$ cat src/rtl/muntjac_fetch_redirect_arbiter_pkg.sv
// Shared frontend types: fetch redirect reasons and backend system-redirect kinds.
// System reasons are the 2-bit kind with 2'b11 appended, so the mapping is a plain concatenation.
package cpu_common;

    typedef enum logic [3:0] {
        IF_PREFETCH     = 4'b0000,
        IF_MISPREDICT   = 4'b0001,
        IF_PREDICT      = 4'b0010,
        IF_PROT_CHANGED = 4'b0011,
        IF_SATP_CHANGED = 4'b0111,
        IF_FENCE_I      = 4'b1011,
        IF_SFENCE_VMA   = 4'b1111
    } if_reason_t;

    typedef enum logic [1:0] {
        SYS_PROT,
        SYS_SATP,
        SYS_FENCE_I,
        SYS_SFENCE_VMA
    } sys_redirect_e;

    function automatic if_reason_t sys_reason(sys_redirect_e kind);
        return if_reason_t'({kind, 2'b11});
    endfunction

endpackage

$ cat src/rtl/muntjac_fetch_redirect_arbiter_if.sv
// Redirect sources (backend system, mispredict, predictor) plus the held request to fetch.
// master = arbiter side, slave = backend/predictor/fetch side.
interface muntjac_fetch_redirect_arbiter_if #(
    parameter int AddrWidth  = 64,
    parameter int EpochWidth = 2
);
    import cpu_common::*;

    logic                  sys_valid;
    sys_redirect_e         sys_kind;
    logic [AddrWidth-1:0]  sys_pc;
    logic                  misp_valid;
    logic [AddrWidth-1:0]  misp_pc;
    logic                  pred_valid;
    logic [AddrWidth-1:0]  pred_pc;

    logic                  redirect_valid;
    logic                  redirect_ready;
    logic [AddrWidth-1:0]  redirect_pc;
    if_reason_t            redirect_reason;
    logic                  flush;
    logic [EpochWidth-1:0] epoch;

    modport master (
        input  sys_valid, sys_kind, sys_pc,
        input  misp_valid, misp_pc,
        input  pred_valid, pred_pc,
        input  redirect_ready,
        output redirect_valid, redirect_pc, redirect_reason, flush, epoch
    );

    modport slave (
        output sys_valid, sys_kind, sys_pc,
        output misp_valid, misp_pc,
        output pred_valid, pred_pc,
        output redirect_ready,
        input  redirect_valid, redirect_pc, redirect_reason, flush, epoch
    );

endinterface

$ cat src/rtl/muntjac_fetch_redirect_arbiter.sv
// Merges system, mispredict and predictor redirects into one held request to fetch, with epoch/flush.
// Latency 1 cycle from capture to outputs; request held until fetch accepts (valid & ready).
module muntjac_fetch_redirect_arbiter
    import cpu_common::*;
#(
    parameter int AddrWidth  = 64,
    parameter int EpochWidth = 2
) (
    input  logic clk_i,
    input  logic rst_i,
    muntjac_fetch_redirect_arbiter_if.master bus
);

    typedef enum logic [1:0] {
        ST_IDLE,
        ST_PRED,
        ST_BACK
    } state_e;

    state_e                state_q, state_d;
    state_e                base_state;
    logic [AddrWidth-1:0]  pc_q, pc_d;
    if_reason_t            reason_q, reason_d;
    logic [EpochWidth-1:0] epoch_q, epoch_d;
    logic                  flush_q, flush_d;
    logic                  handshake;

    always_comb begin
        handshake  = (state_q != ST_IDLE) && bus.redirect_ready;
        // A completing handshake frees the slot, so a same-edge request reloads it without a bubble.
        base_state = handshake ? ST_IDLE : state_q;
        state_d    = base_state;
        pc_d       = pc_q;
        reason_d   = reason_q;
        epoch_d    = epoch_q;
        flush_d    = 1'b0;

        if (bus.sys_valid) begin
            state_d  = ST_BACK;
            pc_d     = bus.sys_pc;
            reason_d = sys_reason(bus.sys_kind);
            epoch_d  = epoch_q + EpochWidth'(1);
            flush_d  = 1'b1;
        end else if (bus.misp_valid) begin
            state_d  = ST_BACK;
            pc_d     = bus.misp_pc;
            reason_d = IF_MISPREDICT;
            epoch_d  = epoch_q + EpochWidth'(1);
            flush_d  = 1'b1;
        end else if (bus.pred_valid && (base_state != ST_BACK)) begin
            // A pending backend redirect always outranks the predictor.
            state_d  = ST_PRED;
            pc_d     = bus.pred_pc;
            reason_d = IF_PREDICT;
        end
    end

    always_ff @(posedge clk_i) begin
        if (rst_i) begin
            state_q  <= ST_IDLE;
            pc_q     <= '0;
            reason_q <= IF_PREFETCH;
            epoch_q  <= '0;
            flush_q  <= 1'b0;
        end else begin
            state_q  <= state_d;
            pc_q     <= pc_d;
            reason_q <= reason_d;
            epoch_q  <= epoch_d;
            flush_q  <= flush_d;
        end
    end

    assign bus.redirect_valid  = (state_q != ST_IDLE);
    assign bus.redirect_pc     = pc_q;
    assign bus.redirect_reason = reason_q;
    assign bus.flush           = flush_q;
    assign bus.epoch           = epoch_q;

endmodule

$ cat src/flat_wrapper.sv
// flat-port wrapper written by rule: the top's interface ports become plain ports
module muntjac_fetch_redirect_arbiter_flat import cpu_common::*;
#(
    parameter int AddrWidth  = 64,
    parameter int EpochWidth = 2
)
  (clk_i, rst_i, bus_sys_valid, bus_sys_kind, bus_sys_pc, bus_misp_valid, bus_misp_pc, bus_pred_valid, bus_pred_pc, bus_redirect_ready, bus_redirect_valid, bus_redirect_pc, bus_redirect_reason, bus_flush, bus_epoch);
  muntjac_fetch_redirect_arbiter_if #(.AddrWidth(AddrWidth), .EpochWidth(EpochWidth)) bus_i ();
  input  logic clk_i;
  input  logic rst_i;
  input wire logic [$bits(bus_i.sys_valid)-1:0] bus_sys_valid;
  input wire logic [$bits(bus_i.sys_kind)-1:0] bus_sys_kind;
  input wire logic [$bits(bus_i.sys_pc)-1:0] bus_sys_pc;
  input wire logic [$bits(bus_i.misp_valid)-1:0] bus_misp_valid;
  input wire logic [$bits(bus_i.misp_pc)-1:0] bus_misp_pc;
  input wire logic [$bits(bus_i.pred_valid)-1:0] bus_pred_valid;
  input wire logic [$bits(bus_i.pred_pc)-1:0] bus_pred_pc;
  input wire logic [$bits(bus_i.redirect_ready)-1:0] bus_redirect_ready;
  output wire logic [$bits(bus_i.redirect_valid)-1:0] bus_redirect_valid;
  output wire logic [$bits(bus_i.redirect_pc)-1:0] bus_redirect_pc;
  output wire logic [$bits(bus_i.redirect_reason)-1:0] bus_redirect_reason;
  output wire logic [$bits(bus_i.flush)-1:0] bus_flush;
  output wire logic [$bits(bus_i.epoch)-1:0] bus_epoch;
  assign bus_i.sys_valid = bus_sys_valid;
  assign bus_i.sys_kind = bus_sys_kind;
  assign bus_i.sys_pc = bus_sys_pc;
  assign bus_i.misp_valid = bus_misp_valid;
  assign bus_i.misp_pc = bus_misp_pc;
  assign bus_i.pred_valid = bus_pred_valid;
  assign bus_i.pred_pc = bus_pred_pc;
  assign bus_i.redirect_ready = bus_redirect_ready;
  assign bus_redirect_valid = bus_i.redirect_valid;
  assign bus_redirect_pc = bus_i.redirect_pc;
  assign bus_redirect_reason = bus_i.redirect_reason;
  assign bus_flush = bus_i.flush;
  assign bus_epoch = bus_i.epoch;
  muntjac_fetch_redirect_arbiter #(.AddrWidth(AddrWidth), .EpochWidth(EpochWidth)) u_core (.clk_i(clk_i), .rst_i(rst_i), .bus(bus_i));
endmodule
$ cat config.mk
export PLATFORM = sky130hd
export DESIGN_NAME = muntjac_fetch_redirect_arbiter_flat
export DESIGN_NICKNAME = d
export VERILOG_FILES = /design/src/rtl/muntjac_fetch_redirect_arbiter_pkg.sv /design/src/rtl/muntjac_fetch_redirect_arbiter_if.sv /design/src/rtl/muntjac_fetch_redirect_arbiter.sv /design/src/flat_wrapper.sv
export SDC_FILE = /design/constraint.sdc
export NUM_CORES = 1
export LEC_CHECK = 0
export CAP_MARGIN = 25
export CORE_ASPECT_RATIO = 2
export CORE_MARGIN = 5
export CORE_UTILIZATION = 38
export DETAILED_ROUTE_END_ITERATION = 12
export PLACE_DENSITY = 0.92
export SYNTH_ARGS = -nofsm -noshare
export SYNTH_HDL_FRONTEND = slang
export SYNTH_SLANG_ARGS = --single-unit
$ cat constraint.sdc
create_clock -name clk_i -period 1.6 [get_ports clk_i]
set_clock_uncertainty 0.2 [all_clocks]
set_input_delay 0.32 -clock clk_i [delete_from_list [all_inputs] [get_ports clk_i]]
set_output_delay 0.32 -clock clk_i [all_outputs]
set_load 0.02 [all_outputs]
==> run_results.csv <==
group,metric,value,unit
outcome,outcome,"finished, violations left",
outcome,violations,"negative setup slack",
pwr,p_per_area,720,mW/mm^2
synth,ys_types,28,
sta,timing.final.ws_setup,-0.0484,ns
drt,drtAntennaViolNets,0,
worst_setup_path,r2r_cells,5,
cts,insertion_delay,0.32,ns
drt,viasPerCell,5.11,
worst_setup_path,worstSetupStartpoint,"u_core.state_q[0]$_SDFF_PP0_",
sta,maxSlewViolCount,0,
cts,clock-sinks,73,
worst_setup_path,r2r_slack,-0.02,ns
cts,numCtsBuffers,9,
finish,fin_nets,943,
worst_setup_path,cp-start-kind,"flip-flop",
floorplan,std_cell_rows,57,
drt,drt_first_pass_iters,4,
grt,grt_pass1_vias,5050,
placement,gp_congestion,0.810,
grt,grt_overflow,0,
drt,vias,4578,
floorplan,fp.dieArea,0.0146,sq mm
grt,grt_first_pass_wirelength,24800,um
sta,grt_setup_unrepaired,"yes",
pwr,ir_worst_vdd,0.521,mV
floorplan,fp.dieW,87.9,um
placement,dp_slack,-0.412,ns
placement,placed_area,0.00750,sq mm
sta,fin_crit_sh,1.03,
sta,worst_pin_slew,0.399,ns
worst_setup_path,r2r_start,"u_core.state_q[1]$_SDFF_PP0_",
flow_run,maxCapViolCount,0,
drt,wire_per_inst,18.6,um
placement,port_buffers,271,
sta,period_needed,1.65,ns
floorplan,die_y,166,um
synth,synth-seq-area-share,0.317,
worst_setup_path,crit_arrival,1.13,ns
synth,postSynth.topFlopCell,"dfxtp_1",
sta,setup_violations,18,
drt,wl,16600,um
pwr,leakagePower,0.00318,uW
worst_setup_path,crit_fanout,3,
worst_setup_path,critPathKind,"reg -> out",
min_path,min_path_type,"in -> reg",
worst_setup_path,crit_path_end_kind,"output pin",
finish,drive_gt1_frac,0.201,
placement,place_inst,871,
cts,cts_tree,"done",
finish,fin_cells,896,
synth,async_flop_share,0,
worst_setup_path,required,1.08,ns
drt,route.detailed.drc,0,
sta,slew_headroom,0.733,
finish,syn2layout_area_growth,70.9,%
synth,synth-edff-count,0,
synth,ys_warn_count,0,
finish,design_area,0.00788,sq mm
synth,post_synth.cell_area_avg,9.87,sq um
grt,grt_start_max_net_pins,63,
cts,cts_root_buffer,"clkbuf_16",
finish,layout_commonest_cell,"clkdlybuf4s50_1",
worst_setup_path,r2r-end,"u_core.bus.redirect_pc[16]$_SDFFE_PP0P_",
floorplan,core,0.0121,sq mm
drt,first_iter_violations,196,
worst_setup_path,critPathCapture,"bus_redirect_valid",
synth,ys_ff_latch,73,
synth,synth_nets,667,
placement,hpwl,13100,um
floorplan,start_util,0.383,
sta,max_freq,607,MHz
sta,finalHoldViolations,0,
synth,syn_inst,467,
grt,antenna_found_initial,0,
cts,cts_hold_buf,0,
grt,grt_usage,0.218,
synth,synth_area,0.00461,sq mm
cts,clk_pin_slew,0.06,ns
cts,htreeDepth,3,
finish,most-common-layout-cells,"clkdlybuf4s50_1, dfxtp_1, dlygate4sd2_1, nand2b_1, nand2_1",
floorplan,pin_count,272,
cts,clock_path_buffers,2,
-- kinds of logic after synthesis --
group / share of synthesized area
compound gates: 0.138
xor+xnor: 0.00190
buf+inv: 0.0768
flops: 0.317
mux: 0.308
simple gates: 0.158
-- per-stage QoR --
| stage | hold slack (ns) | TNS, ns | util | total power (uW) |
|---|---|---|---|---|
| 3_3_place_gp | 0.245 | -20.03 | 0.622 | 3880 |
| 4_1_cts | 0.245 | -0.0668 | 0.651 | 5720 |
| 6_report | 0.259 | -0.207 | 0.654 | 5670 |
| 3_5_place_dp | 0.256 | -24.59 | 0.622 | 3950 |
| 2_1_floorplan | 0.265 | 0 | - | 2960 |
| 5_1_grt | 0.258 | -2.61 | 0.654 | 5940 |
-- sequential cells by signal, indices dropped and copies added (netlist names) --
signal	cells
u_core.bus.redirect_pc	64
u_core.bus.redirect_reason	4
u_core.bus.epoch	2
u_core.state_q	2
u_core.bus.flush	1
-- report_power, final --
part           leakage (uW)  switching, uW  internal (uW)
Clock              0.000135            726           1090
Combinational       0.00244            771           1020
Sequential         0.000609           84.0           1980
Total               0.00318           1580           4090
-- metal layers --
| layer | wire (um) | GRT usage | vias to the layer above |
|---|---|---|---|
| met3 | 1080 | 0.0432 | 50 |
| met2 | 9470 | 0.426 | 180 |
| met5 | 0 | 0 | - |
| li1 | - | - | 2200 |
| met4 | 732 | 0.117 | 0 |
| met1 | 5370 | 0.197 | 2148 |
-- Yosys cell counts, drive strengths merged, types with 2 or more instances --
cell type	number	area, sq um
nor2	4	22.5
dfxtp	73	1460
mux2	64	781
o211ai	66	576
buf	30	287
nand2	66	248
o21ai	3	15.0
mux2i	64	641
clkbuf	15	56.3
nand2b	66	413
a21oi	4	20.0
inv	3	11.3
nor3b	2	26.3
-- layout make-up --
| class | instances | area [sq um] |
|---|---|---|
| Fill cell | 958 | 4170 |
| Tap cell | 147 | 184 |
| Inverter | 3 | 13.8 |
| Sequential cell | 73 | 1460 |
| Multi-Input combinational cell | 346 | 2820 |
| Clock buffer | 11 | 243 |
| Timing Repair Buffer | 310 | 3120 |
| Clock inverter | 5 | 31.3 |
| Antenna cell | 1 | 2.50 |
-- how the worst min path moves through the flow --
| stage | startpoint | endpoint | slack, ns | cells after the start |
|---|---|---|---|---|
| 3_5_place_dp | u_core.bus.redirect_pc[6]$_SDFFE_PP0P_ | u_core.bus.redirect_pc[6]$_SDFFE_PP0P_ | 0.26 | 2 |
| 4_1_cts | bus_misp_valid | u_core.state_q[0]$_SDFF_PP0_ | 0.25 | 3 |
| 2_1_floorplan | bus_sys_kind[0] | u_core.bus.redirect_reason[2]$_SDFFE_PP0P_ | 0.26 | 2 |
| 6_report | bus_misp_valid | u_core.state_q[0]$_SDFF_PP0_ | 0.26 | 3 |
| 3_3_place_gp | u_core.bus.redirect_pc[20]$_SDFFE_PP0P_ | u_core.bus.redirect_pc[20]$_SDFFE_PP0P_ | 0.24 | 2 |
| 5_1_grt | bus_misp_valid | u_core.state_q[0]$_SDFF_PP0_ | 0.26 | 3 |
-- worst max-delay path: stages (launching register included) --
cell and delay [ns]:
dfxtp_2 0.34, or2_2 0.32, buf_6 0.14
-- what timing repair did --
item	4_1_cts	5_1_grt
gates resized for setup	81	12
endpoints found under the setup margin	131	60
hold endpoints to repair	0	0
setup buffers	4	0
cloned	4	1
pin swaps	0	1
(Power assumes the default switching activity.)
